**src/rtl/uart_pattern_loader.sv**
```systemverilog
// UART-fed pattern buffer: received bytes are paired into 16-bit words in a 256x16 RAM,
// then replayed in a loop as a two-bit sample stream, MSB pair first.
module uart_pattern_loader #(
  parameter int CLK_FREQ = 48000000,
  parameter int SYM_RATE = 1200
) (
  input  logic       clk,
  input  logic       rst,
  input  logic       fpga_rx,
  input  logic       play,
  input  logic       clr,
  output logic       sig,
  output logic       sig1,
  output logic       busy,
  output logic [8:0] word_cnt,
  output logic       full,
  output logic       frame_err
);

  localparam int SYM_CNT = CLK_FREQ / SYM_RATE;
  localparam int CNT_W   = (SYM_CNT > 1) ? $clog2(SYM_CNT) : 1;
  localparam logic [CNT_W-1:0] HALF_M1 = CNT_W'(SYM_CNT / 2 - 1);
  localparam logic [CNT_W-1:0] FULL_M1 = CNT_W'(SYM_CNT - 1);

  typedef enum logic [1:0] {RX_IDLE, RX_START, RX_DATA, RX_STOP} rxState_t;

  rxState_t         r_state, w_next;
  logic [1:0]       r_sync;
  logic             r_rxPrev;
  logic             w_rx;
  logic [CNT_W-1:0] r_cnt;
  logic [2:0]       r_bitIdx;
  logic [7:0]       r_shift;
  logic             w_sampleHalf, w_sampleFull, w_byteOk, w_frameBad;

  logic             r_phase;
  logic [7:0]       r_lowByte;
  logic [8:0]       r_wordCnt;
  logic             w_clrEff, w_store, w_we;

  logic [15:0]      r_mem [0:255];
  logic [15:0]      r_ramQ;
  logic [7:0]       r_rdAddr;
  logic             r_prime;
  logic [2:0]       r_pair;
  logic [15:0]      r_word;
  logic             w_lastAddr;

  assign w_rx         = r_sync[1];
  assign w_sampleHalf = (r_cnt == HALF_M1);
  assign w_sampleFull = (r_cnt == FULL_M1);

  always_ff @(posedge clk or negedge rst) begin
    if (!rst) begin
      r_sync   <= 2'b11;
      r_rxPrev <= 1'b1;
    end else begin
      r_sync   <= {r_sync[0], fpga_rx};
      r_rxPrev <= w_rx;
    end
  end

  always_comb begin
    w_next     = r_state;
    w_byteOk   = 1'b0;
    w_frameBad = 1'b0;
    case (r_state)
      RX_IDLE:  if (r_rxPrev && !w_rx) w_next = RX_START;
      RX_START: if (w_sampleHalf) w_next = w_rx ? RX_IDLE : RX_DATA;
      RX_DATA:  if (w_sampleFull && (r_bitIdx == 3'd7)) w_next = RX_STOP;
      RX_STOP: begin
        if (w_sampleFull) begin
          w_next     = RX_IDLE;
          w_byteOk   = w_rx;
          w_frameBad = !w_rx;
        end
      end
      default:  w_next = RX_IDLE;
    endcase
  end

  // The bit timer restarts on every state change and on every data sample.
  always_ff @(posedge clk or negedge rst) begin
    if (!rst) begin
      r_state   <= RX_IDLE;
      r_cnt     <= '0;
      r_bitIdx  <= 3'd0;
      r_shift   <= 8'd0;
      frame_err <= 1'b0;
    end else begin
      r_state   <= w_next;
      frame_err <= w_frameBad;
      if ((r_state == RX_IDLE) || (r_state != w_next) || w_sampleFull)
        r_cnt <= '0;
      else
        r_cnt <= r_cnt + 1'b1;
      if (r_state == RX_START)
        r_bitIdx <= 3'd0;
      else if ((r_state == RX_DATA) && w_sampleFull) begin
        r_bitIdx <= r_bitIdx + 3'd1;
        r_shift  <= {w_rx, r_shift[7:1]};
      end
    end
  end

  assign w_clrEff = clr && !busy;
  assign w_store  = w_byteOk && !play && !full;
  assign w_we     = w_store && r_phase && !w_clrEff;

  always_ff @(posedge clk or negedge rst) begin
    if (!rst) begin
      r_phase   <= 1'b0;
      r_lowByte <= 8'd0;
      r_wordCnt <= 9'd0;
    end else if (w_clrEff) begin
      r_wordCnt <= 9'd0;
      r_phase   <= 1'b0;
    end else if (play || w_frameBad) begin
      r_phase <= 1'b0;
    end else if (w_store) begin
      if (!r_phase) begin
        r_lowByte <= r_shift;
        r_phase   <= 1'b1;
      end else begin
        r_wordCnt <= r_wordCnt + 9'd1;
        r_phase   <= 1'b0;
      end
    end
  end

  assign word_cnt = r_wordCnt;
  assign full     = r_wordCnt[8];

  // Plain synchronous-read array so the tools map it onto one SB_RAM40_4K.
  always_ff @(posedge clk) begin
    if (w_we) r_mem[r_wordCnt[7:0]] <= {r_shift, r_lowByte};
    r_ramQ <= r_mem[r_rdAddr];
  end

  assign w_lastAddr = (({1'b0, r_rdAddr} + 9'd1) == r_wordCnt);

  // Pair 0 comes straight from the RAM register; the address then advances so
  // the next word is ready by the time pair 7 has been shifted out.
  always_ff @(posedge clk or negedge rst) begin
    if (!rst) begin
      busy     <= 1'b0;
      r_prime  <= 1'b0;
      r_pair   <= 3'd0;
      r_rdAddr <= 8'd0;
      r_word   <= 16'd0;
      sig      <= 1'b0;
      sig1     <= 1'b0;
    end else if (!play) begin
      busy     <= 1'b0;
      r_prime  <= 1'b0;
      r_pair   <= 3'd0;
      r_rdAddr <= 8'd0;
      sig      <= 1'b0;
      sig1     <= 1'b0;
    end else if (!busy) begin
      if (r_wordCnt != 9'd0) begin
        busy    <= 1'b1;
        r_prime <= 1'b1;
      end
    end else if (r_prime) begin
      r_prime <= 1'b0;
    end else begin
      r_pair <= r_pair + 3'd1;
      if (r_pair == 3'd0) begin
        {sig, sig1} <= r_ramQ[15:14];
        r_word      <= {r_ramQ[13:0], 2'b00};
        r_rdAddr    <= w_lastAddr ? 8'd0 : r_rdAddr + 8'd1;
      end else begin
        {sig, sig1} <= r_word[15:14];
        r_word      <= {r_word[13:0], 2'b00};
      end
    end
  end

endmodule
```
**config.mk**
```make
export PLATFORM = sky130hd
export DESIGN_NAME = uart_pattern_loader
export DESIGN_NICKNAME = d
export VERILOG_FILES = /design/src/rtl/uart_pattern_loader.sv
export SDC_FILE = /design/constraint.sdc
export NUM_CORES = 2
export LEC_CHECK = 0
export BUFFER_PORTS_ARGS = -buffer_cell sky130_fd_sc_hd__buf_2
export CAP_MARGIN = 20
export CORE_MARGIN = 2
export CORE_UTILIZATION = 40
export CTS_CLUSTER_DIAMETER = 200
export DETAILED_ROUTE_END_ITERATION = 16
export GPL_TIMING_DRIVEN = 0
export PLACE_DENSITY_LB_ADDON = 0.05
export REMOVE_ABC_BUFFERS = 1
export SLEW_MARGIN = 40
export SYNTH_ARGS = -nofsm -noshare
export SYNTH_HDL_FRONTEND = slang
export SYNTH_SLANG_ARGS = --single-unit
```
**constraint.sdc**
```tcl
create_clock -name clk -period 7.51 [get_ports clk]
set_input_delay 0 -clock clk [delete_from_list [all_inputs] [get_ports clk]]
set_output_delay 0 -clock clk [all_outputs]
set_load 0.05 [all_outputs]
```
; Word level (Yosys, flattened, before mapping)
; Memory sizes are Yosys's and may differ from the RTL's. A register that Yosys moved wholly into a read port is not among the register bits.
; Cells that the tools add are included.
[classes]
bitwise = 5
n_eq_ne = 13
n_addsub = 6
n_mux = 46
reduce_logical = 29
[op_table]
columns = op, count
row1 = $mux 8, 5
row2 = $mux 9, 4
row3 = $mux 16, 2
row4 = $mux 1, 24
row5 = $add 16x1->16 const B, 1
row6 = $eq 16x15->1 const B, 1
row7 = $eq 16x16->1 const B, 1
row8 = $mux 3, 5
row9 = $mux 2, 5
row10 = $add 8x1->9 const B, 1
row11 = $add 9x1->9 const B, 1
row12 = $eq 9x9->1, 1
row13 = $reduce_and 3->1, 3
row14 = $reduce_bool 9->1, 1
row15 = $add 8x1->8 const B, 1
row16 = $logic_and 1x1->1, 8
row17 = $pmux 2 s4, 1
row18 = $add 3x1->3 const B, 2
row19 = $reduce_bool 2->1, 3
row20 = $logic_not 1->1, 5
row21 = $not 1->1, 5
row22 = $eq 2x2->1 const B, 2
row23 = $ne 2x1->1 const B, 2
row24 = $ne 2x2->1 const B, 2
row25 = 10 further kinds, 13
[word_totals]
inputBits = 5
mem_bits_rw = 4096
output_inout_bits = 14
n_memories = 1
register_bits = 82
[memory_table]
columns = memory, words, word_bits, rd, rd_ports_with_merged_regs, write_ports, line_no
row1 = r_mem, 256, 16, 1, 1, 1, 41  ; logic [15:0] r_mem [0:255];

; Depth between registers and ports, before layout
[logic_depth]
depth_word = 9
mapped_depth = 13

; Worst setup path after synthesis
; Ideal clock, no wire load.
[synth_path]
path_kind = register to register
start = register r_shift[2]
end = memory r_mem[0][10] (data pin)
stages_incl_launch_ff = 1
arrival_ps = 3202
setup_slack_ps = 3501
cell_sequence = dfrtp_1
[synth_rtl]
columns = item, line_no
row1 = start: declaration, 33  ; logic [7:0] r_shift;
row2 = start signal: assignment, 101  ; r_shift <= {w_rx, r_shift[7:1]};
row3 = end: declaration, 41
; Straight into the memory's write port.

==> impl_metrics.csv <==
group,metric,value,unit
timing,hold_violations,0,
worst_setup_path,critPathKind,"flip-flop to flip-flop",
layout,layout_common_cells,"edfxtp_1 (4096), mux4_2 (757), mux2i_1 (668)",
timing,worst_clock_skew,0.0495,ns
timing,layout_min_cycle_time,6.05,ns
worst_setup_path,critical_path.most_common_cell,"buf_12",
synthesis,synthArstFlopShare,1.91,%
synthesis,synth_edf_count,4096,
synthesis,ys_warn_count,0,
drt,via_count,83039,
worst_setup_path,crit_slowest_cell,"o21ai_0",
timing,fmax,165,MHz
power_and_ir_drop,peakVddDrop,0.188,mV
timing,setup_tns,0,ns
cts,cts_tree,"yes",
timing,grt_setup_unrepaired,"false",
cts,post_cts_buffers,0,
global_routing,grt_max_degree,61,
power_and_ir_drop,p_int,37.8,mW
global_routing,grt_pass1_vias,84340,
timing,slew_headroom,38.8,%
cts,cts_buffers,452,
synthesis,yosysUniqueCellTypes,79,
layout,layout_commonest_cell,"edfxtp_1",
timing,worst_pin_slew,0.910,ns
outcome,outcome,"finished, final reports clean",
global_routing,grt_usage,24.6,%
power_and_ir_drop,p_leak,69.0,nW
cts,ctsHoldBuffers,9,
power_and_ir_drop,combPwrFrac,0.2,%
synthesis,syn_avg_cell_area,20.5,um^2
worst_setup_path,worstPathMaxFanout,31,
timing,finalCritPeriodShare,80.6,%
layout,stdcell_area,196000,um^2
timing,final-setup-viol-count,0,
worst_setup_path,cp-end-kind,"flip-flop",
worst_setup_path,cp_cell_sequence,"buf_12 -> buf_12 -> buf_12 -> buf_12 -> buf_12 -> buf_12 -> nand2b_4 -> buf_12 -> buf_16 -> buf_12 -> o21ai_0 -> a21oi_1 -> a21oi_1 -> o21ai_0 -> nand4_1 -> and4b_1",
global_routing,grt-ovfl-total,0,
floorplan,fp.dieH,641,um
worst_setup_path,crit_buf_inv,9,
drt,vias_per_cell,5.81,
floorplan,num_rows,233,
power_and_ir_drop,swShare,19.6,%
worst_setup_path,crit_family,"buffers and inverters",
floorplan,io_pins,19,
global_routing,antenna_found_initial,29,
layout,final_util,48.5,%
timing,maxSlewViolCount,0,
run,drv_cap,0,
floorplan,die_w,641,um
layout,stdcell_count,14304,
cts,clk_pin_slew,0.06,ns
layout,finalNetCount,8537,
min_path,hp-start,"play",
place,gp_congestion,0.766,
timing,setup_ws,1.46,ns
floorplan,initial_core_util,40.2,%
power_and_ir_drop,clkPwrFrac,46.0,%
drt,wire_per_inst,35.3,um
worst_setup_path,cp-start-kind,"flip-flop",
worst_setup_path,cp.arrival,6.93,ns
power_and_ir_drop,p_switching,9.21,mW
layout,drive_gt1_share,27.5,%
worst_setup_path,required,8.39,ns
place,dp_hpwl,345000,um
cts,cts-root-buf,"clkbuf_16",
synthesis,synth-seq-area-share,77.2,%
global_routing,grt_pass1_wl,699000,um
place,placed_cell_area,181000,um^2
power_and_ir_drop,power_density,240,nW/um^2
drt,drtIter0Drc,8624,
drt,drc,0,
drt,first_pass_iters,6,
cts,clockBufferDepth,4,
cts,worstSkewPairLatency,1.00,ns
worst_setup_path,rr_startpoint,"r_rdAddr[1]$_DFFE_PN0P_",
place,post-place-ws,1.62,ns
cts,cts_sinks,4192,
power_and_ir_drop,seq_power_share,53.8,%
place,dp_cells,13464,
place,place.port_buffers,18,
cts,htree_levels,5,
min_path,hp-class,"primary input to flip-flop",
synthesis,netlist_area,162000,um^2
drt,wl,506000,um
worst_setup_path,max_stage_delay,0.70,ns
synthesis,ys.flop_type,"edfxtp_1",
drt,ant_nets,0,
floorplan,die-area,411000,um^2
cts,cts_resized,0,
synthesis,ys_seq_elements,4192,
layout,fillers,32736,
worst_setup_path,crit_start,"r_rdAddr[1]$_DFFE_PN0P_",
layout,syn_to_final_growth,20.5,%
floorplan,core,403000,um^2
synthesis,syn_inst,7929,
-- cells by family (layout without fill, tap and decap cells) --
logic type               after synthesis  after routing  share of synthesized area (%)
multiplexers                        1453           1453                           14.8
buffers and inverters                489           1450                           1.48
AND/OR/NAND/NOR                      850            850                           2.39
flip-flops                          4192           4192                           77.2
AO/OA/AOI/OAI                        903            903                           3.80
XOR/XNOR                              32             32                          0.181
adder cells (fa/ha/maj)               10             10                         0.0771
other                                  0              9                              0
-- area by class of cell --
| type | count | area [um^2] | area share, % |
|---|---|---|---|
| flip-flops and latches | 4192 | 125000 | 64.1 |
| multi-input cells | 3248 | 37300 | 19.1 |
| clock buffers | 582 | 12000 | 6.16 |
| repair buffers | 612 | 11700 | 6.00 |
| well taps | 5405 | 6760 | 3.46 |
| clock inverters | 240 | 2220 | 1.14 |
| inverters | 16 | 77.6 | 0.0397 |
| diodes | 9 | 22.5 | 0.0115 |
-- sequential cells by signal (all words and copies together), names as in the netlist, 3 cells and up --
name and count:
r_word 14, r_ramQ 16, r_mem 4096, word_cnt 9, r_shift 8, r_pair 3
r_bitIdx 3, r_cnt 16, r_rdAddr 8, r_lowByte 8
-- power groups by stage --
stage | logic, mW | registers [mW] | clock network [mW]
3_3_place_gp | 0.0647 | 25.8 | 0
5_1_grt | 0.0874 | 25.3 | 22.9
2_1_floorplan | 0.0402 | 25.8 | 0
6_report | 0.0791 | 25.3 | 21.6
4_1_cts | 0.0801 | 25.3 | 22.1
3_5_place_dp | 0.0741 | 25.8 | 0
-- stage by stage --
step           power (mW)  hold slack [ns]
2_1_floorplan        25.8           -0.296
3_3_place_gp         25.9            0.107
3_5_place_dp         25.9          -0.0736
4_1_cts              47.5          0.00457
5_1_grt              48.3           0.0879
6_report             47.0           0.0757
-- tightest hold or removal path: stages --
cell           delay (ns)
dlygate4sd3_1        0.53
buf_2                0.21
clkinv_1             0.21
a211oi_1             0.07
-- per-layer routing --
layer / wire [um] / vias up / GRT usage [%]
li1: - / 34445 / -
met1: 212000 / 45302 / 33.5
met2: 247000 / 2565 / 40.6
met3: 27600 / 721 / 3.48
met4: 19000 / 6 / 8.31
met5: 35 / - / 0
-- cells in the mapped netlist (7+ instances only) --
cell type	number	area [um^2]
nor2_1	373	1400
a31oi_1	20	125
xnor2_1	14	123
nor2b_1	19	119
a21oi_1	184	921
mux4_2	757	17000
buf_6	7	78.8
edfxtp_1	4096	123000
buf_1	46	173
mux2_2	28	315
a22o_1	10	87.6
nor4_1	32	200
inv_1	14	52.6
ha_1	10	125
dfrtp_1	77	1930
xor2_1	17	149
buf_4	110	826
nor3_1	68	340
o221ai_1	212	1860
a2111oi_0	7	61.3
dfxtp_1	16	320
and3_1	12	75.1
nand2b_1	15	93.8
a22oi_1	67	503
nand2_1	194	728
clkbuf_1	224	841
and2_1	11	68.8
nand4_1	21	131
mux2i_1	668	6690
a221oi_1	17	149
a211oi_1	34	255
o211ai_1	15	113
o21ai_0	121	606
nand3_1	59	295
o22ai_1	156	976
buf_2	86	430
-- worst paths after layout --
kind,slack (ns),cells after the start,to
max,1.46,16,r_ramQ[2]$_DFF_P_
min,0.08,4,sig1$_DFFE_PN0P_
max reg2reg,1.46,16,r_ramQ[2]$_DFF_P_
min reg2reg,0.36,0,r_sync[1]$_DFF_PN1_
max in group asynchronous,6.73,5,r_sync[0]$_DFF_PN1_
min in group asynchronous,0.18,4,word_cnt[6]$_DFFE_PN0P_
(Power assumes the default switching activity.)
